--- config.mk ---
export PLATFORM = sky130hd
export DESIGN_NAME = ahb_arbiter
export DESIGN_NICKNAME = d
export VERILOG_FILES = /design/src/rtl/ahb_arbiter.sv
export SDC_FILE = /design/constraint.sdc
export NUM_CORES = 1
export LEC_CHECK = 0
export ABC_AREA = 1
export CORE_MARGIN = 2
export CORE_UTILIZATION = 25
export DETAILED_ROUTE_END_ITERATION = 10
export GPL_TIMING_DRIVEN = 0
export HOLD_SLACK_MARGIN = 0.15
export PLACE_DENSITY = 0.56
export SETUP_SLACK_MARGIN = 0.05
export SYNTH_ARGS = -nofsm -noshare
export SYNTH_HDL_FRONTEND = slang
export SYNTH_SLANG_ARGS = --single-unit
export TNS_END_PERCENT = 30
--- constraint.sdc ---
create_clock -name Hclk -period 4.8 [get_ports Hclk]
set_clock_uncertainty 0.1 [all_clocks]
set_input_delay 0.96 -clock Hclk [delete_from_list [all_inputs] [get_ports Hclk]]
set_output_delay 0.96 -clock Hclk [all_outputs]
set_load 0.02 [all_outputs]
--- src/rtl/ahb_arbiter.sv ---
// Round-robin AHB bus arbiter. It keeps fixed-length bursts and locked sequences
// intact, and parks the bus on DEFAULT_MGR when no manager is requesting.
module ahb_arbiter #(
  parameter int NUM_MGR     = 4,
  parameter int DEFAULT_MGR = 0,
  parameter int MW          = $clog2(NUM_MGR)
) (
  input  logic               Hclk,
  input  logic               Hresetn,
  input  logic [NUM_MGR-1:0] Hbusreq,
  input  logic [NUM_MGR-1:0] Hlock,
  input  logic [1:0]         Htrans,
  input  logic [2:0]         Hburst,
  input  logic               Hready,
  output logic [NUM_MGR-1:0] Hgrant,
  output logic [MW-1:0]      Hmaster,
  output logic [MW-1:0]      Hmaster_d,
  output logic               Hmastlock
);

  typedef enum logic [1:0] {
    ST_PARK  = 2'd0,
    ST_OWN   = 2'd1,
    ST_BURST = 2'd2,
    ST_LOCK  = 2'd3
  } state_e;

  localparam logic [1:0]         TRANS_NONSEQ = 2'd2;
  localparam logic [1:0]         TRANS_SEQ    = 2'd3;
  localparam logic [MW-1:0]      DEF_IDX      = MW'(DEFAULT_MGR);
  localparam logic [NUM_MGR-1:0] GRANT_LSB    = NUM_MGR'(1);

  // Remaining SEQ beats after the NONSEQ; SINGLE and INCR never pin the bus.
  function automatic logic [3:0] burst_last_beat(input logic [2:0] hburst);
    logic [3:0] beats;
    case (hburst)
      3'd2, 3'd3: beats = 4'd3;
      3'd4, 3'd5: beats = 4'd7;
      3'd6, 3'd7: beats = 4'd15;
      default:    beats = 4'd0;
    endcase
    return beats;
  endfunction

  // Round-robin search starting one past the last granted requester.
  function automatic logic rr_pick(input  logic [NUM_MGR-1:0] req,
                                   input  logic [MW-1:0]      ptr,
                                   output logic [MW-1:0]      win);
    logic found;
    int   idx;
    found = 1'b0;
    win   = '0;
    for (int i = 1; i <= NUM_MGR; i++) begin
      idx = (int'(ptr) + i) % NUM_MGR;
      if (!found && req[idx]) begin
        found = 1'b1;
        win   = idx[MW-1:0];
      end
    end
    return found;
  endfunction

  state_e               state_q, state_d;
  logic [3:0]           cnt_q, cnt_d;
  logic [MW-1:0]        ptr_q, ptr_d;
  logic [MW-1:0]        master_q, master_d;
  logic [MW-1:0]        mdph_q, mdph_d;
  logic [NUM_MGR-1:0]   grant_q, grant_d;

  logic                 owner_lock_s;
  logic                 req_any_s;
  logic [MW-1:0]        winner_s;
  logic [3:0]           cnt_nxt_s;

  // Next-state logic: counter update, handover decision and owner selection.
  always_comb begin
    state_d      = state_q;
    cnt_d        = cnt_q;
    ptr_d        = ptr_q;
    master_d     = master_q;
    mdph_d       = mdph_q;
    grant_d      = grant_q;
    owner_lock_s = Hlock[master_q];
    req_any_s    = rr_pick(Hbusreq, ptr_q, winner_s);

    case (Htrans)
      TRANS_NONSEQ: cnt_nxt_s = burst_last_beat(Hburst);
      TRANS_SEQ:    cnt_nxt_s = (cnt_q != 4'd0) ? (cnt_q - 4'd1) : 4'd0;
      default:      cnt_nxt_s = cnt_q;
    endcase

    // A non-zero next count means a fixed burst still has beats to go.
    if (Hready) begin
      cnt_d  = cnt_nxt_s;
      mdph_d = master_q;
      if (owner_lock_s) begin
        state_d = ST_LOCK;
      end else if (cnt_nxt_s != 4'd0) begin
        state_d = ST_BURST;
      end else if (req_any_s) begin
        state_d  = ST_OWN;
        master_d = winner_s;
        grant_d  = GRANT_LSB << winner_s;
        ptr_d    = winner_s;
      end else begin
        state_d  = ST_PARK;
        master_d = DEF_IDX;
        grant_d  = GRANT_LSB << DEF_IDX;
      end
    end else begin
      state_d = state_q;
    end
  end

  // State and output registers; a wait state (Hready low) holds everything.
  always_ff @(posedge Hclk or negedge Hresetn) begin
    if (!Hresetn) begin
      state_q  <= ST_PARK;
      cnt_q    <= 4'd0;
      ptr_q    <= DEF_IDX;
      master_q <= DEF_IDX;
      mdph_q   <= DEF_IDX;
      grant_q  <= GRANT_LSB << DEF_IDX;
    end else begin
      state_q  <= state_d;
      cnt_q    <= cnt_d;
      ptr_q    <= ptr_d;
      master_q <= master_d;
      mdph_q   <= mdph_d;
      grant_q  <= grant_d;
    end
  end

  assign Hgrant    = grant_q;
  assign Hmaster   = master_q;
  assign Hmaster_d = mdph_q;
  assign Hmastlock = (state_q == ST_LOCK);

endmodule

==> metrics <==
placed cell areas=1470 um^2; max-cap violations=0; DR pass1 iterations=4; Static Leak=0.000829 uW; CTS Sinks=16; first-pass GRT wire length=4360 um; # IOs=25; setup TNS=0 ps; top-area cell type share of the netlist area=31.8%; RSZ-0062 raised after global routing=no; Least-Margin Pin Slew=718 ps; layout cells sized above 1=16.5%; # DRC=0; clock root cell=clkbuf_8; CP Launch Type=register; run status=complete, no violations; maximum clock rate=411 MHz; ys async rst share=100%; Largest delay share family, worst path=buffers and inverters; Hold Vio Cnt, Final=0; Yosys reg bits=16; syn nets=197; RD Place Congestion=0.834; CTS tree=built; Die Wd=72.7 um; Tot Pwr=819 uW; Required @ worst endpoint=3740 ps; DR vias/cell=4.12; Layout Nets=225; total track usage=10.3%; row count=24; area of the die=5280 um^2; top cells by area, synth=dfrtp_1, nand2_1, nand3_1; Reg clk slew, reported paths=60 ps; Slew Viols, Final=0; Primary FF master, synth=dfrtp_1; most common cell in the netlist=nand2_1; worst path buffer plus inverter count=1; final instance area=1530 um^2; core area=4440 um^2; deepest clock path buffer count=2; DR iter-0 viols=57; ordered list of cells on the worst path=clkdlybuf4s50_1; Mapped Avg Cell Area=6.58 um^2; input/output buffers=23; CP peak stage delay=600 ps; PD cells=536 nW/um^2; grt total ovfl=0; chip height=72.7 um; Final Setup Violations=0; final cycle utilization of the critical path=50.7%; Setup Buffers After CTS=0; number of antenna violations at the first check in global routing=0; initial core utilization=26.5%; Setup crit end kind=output pin; Worst path slowest cell=clkdlybuf4s50_1; # diodes=0; vias in the first global route=994; via count=1064; H-tree levels=1; Post-DRT Antenna Nets=0; synth warn=0; Post-synth EDFFs=0; Hold Path Class=reg -> reg; largest net degree at the start of global routing=17; Mapped Cells=179; HPWL Detailed=1900 um; Synth area leader=dfrtp_1; total CTS buffers=3; Routed WL=2410 um; WL per Instance=9.34 um; most instantiated cells after synthesis=nand2_1, inv_1, nand3_1; slew margin rel.=52.0%; worst skew pair latency=250 ps; worst-path fanout max=2; sequential cell area fraction in the yosys report=34.1%; post-layout min period=2440 ps; CTS Hold Buffers Added=0; post_cts resized=0; kind of critical path=reg -> out; Synth Cell Area=1180 um^2; Distinct cells, synth=23; critical path arrival=1380 ps; peak supply drop=0.000194 V; Layout area overhead=29.7%
## logic make-up after synthesis
logic type / Yosys count / share of synthesized area, %
DFF: 16 / 34.1
buffers and inverters: 32 / 11.6
AOI/OAI and AO/OA: 12 / 5.73
and+or+nand+nor: 117 / 46.5
adders and majority gates: 2 / 2.12
## area by class of cell
cell class | count | area, um^2
fillers | 480 | 2920
well taps | 52 | 65.1
repair buffers | 23 | 230
clock buffers | 4 | 55.1
plain buffers | 2 | 18.8
inverters | 30 | 118
flip-flops and latches | 16 | 402
multi-input cells | 131 | 641
## final timing paths
kind,start,end,slack [ps],cells after the start
setup / recovery,Hgrant[0]$_DFFE_PN1P_,Hgrant[0],2360,1
hold / removal,Hgrant[0]$_DFFE_PN1P_,Hgrant[0]$_DFFE_PN1P_,370,2
setup reg to reg,cnt_q[0]$_DFFE_PN0P_,Hgrant[1]$_DFFE_PN0P_,3020,12
hold reg to reg,Hgrant[0]$_DFFE_PN1P_,Hgrant[0]$_DFFE_PN1P_,370,2
max in group asynchronous,Hresetn,Hmaster_d[1]$_DFFE_PN0P_,3110,1
min in group asynchronous,Hresetn,ptr_q[1]$_DFFE_PN0P_,1040,1
## cell usage in the layout, fill, tap and decap left out, types with 2 or more instances in the layout
| cell | instances |
|---|---|
| nand2_2 | 9 |
| inv_1 | 21 |
| o21ai_2 | 2 |
| nand3_1 | 19 |
| nor2_1 | 11 |
| clkdlybuf4s50_1 | 23 |
| dfrtp_1 | 15 |
| a21oi_1 | 2 |
| inv_2 | 6 |
| nor2_2 | 5 |
| clkinv_1 | 2 |
| o21ai_0 | 6 |
| clkbuf_8 | 4 |
| ha_1 | 2 |
| o21ai_1 | 2 |
| nand2_1 | 68 |
## layer usage
| metal | track usage [%] | vias to the layer above | routed length [um] |
|---|---|---|---|
| li1 | - | 604 | - |
| met1 | 15.8 | 438 | 1390 |
| met2 | 14.3 | 22 | 888 |
| met3 | 3.59 | 0 | 134 |
| met4 | 0.617 | 0 | 0 |
| met5 | 0 | - | 0 |
## registers in the layout, indices dropped and copies added, names as in the netlist
signal and count:
Hgrant 4, cnt_q 4, Hmaster_d 2, Hmaster 2, ptr_q 2, state_q 2
## per-stage QoR
step                instances  hold slack [ps]  worst slack (ps)  util [%]
finish                    258              373              2360      34.4
CTS                       258              377              2350      34.4
global placement          254              365              2140      33.2
floorplan                 179              377              2790         -
global route              258              393              2250      34.4
detailed placement        254              356              2150      33.2
## report_power, final
group	switching (uW)	internal (uW)	total [uW]
clock	46.4	72.7	119
combinational	293	194	487
sequential	29.3	183	213
Note: power is estimated with default switching activity, not from simulation.
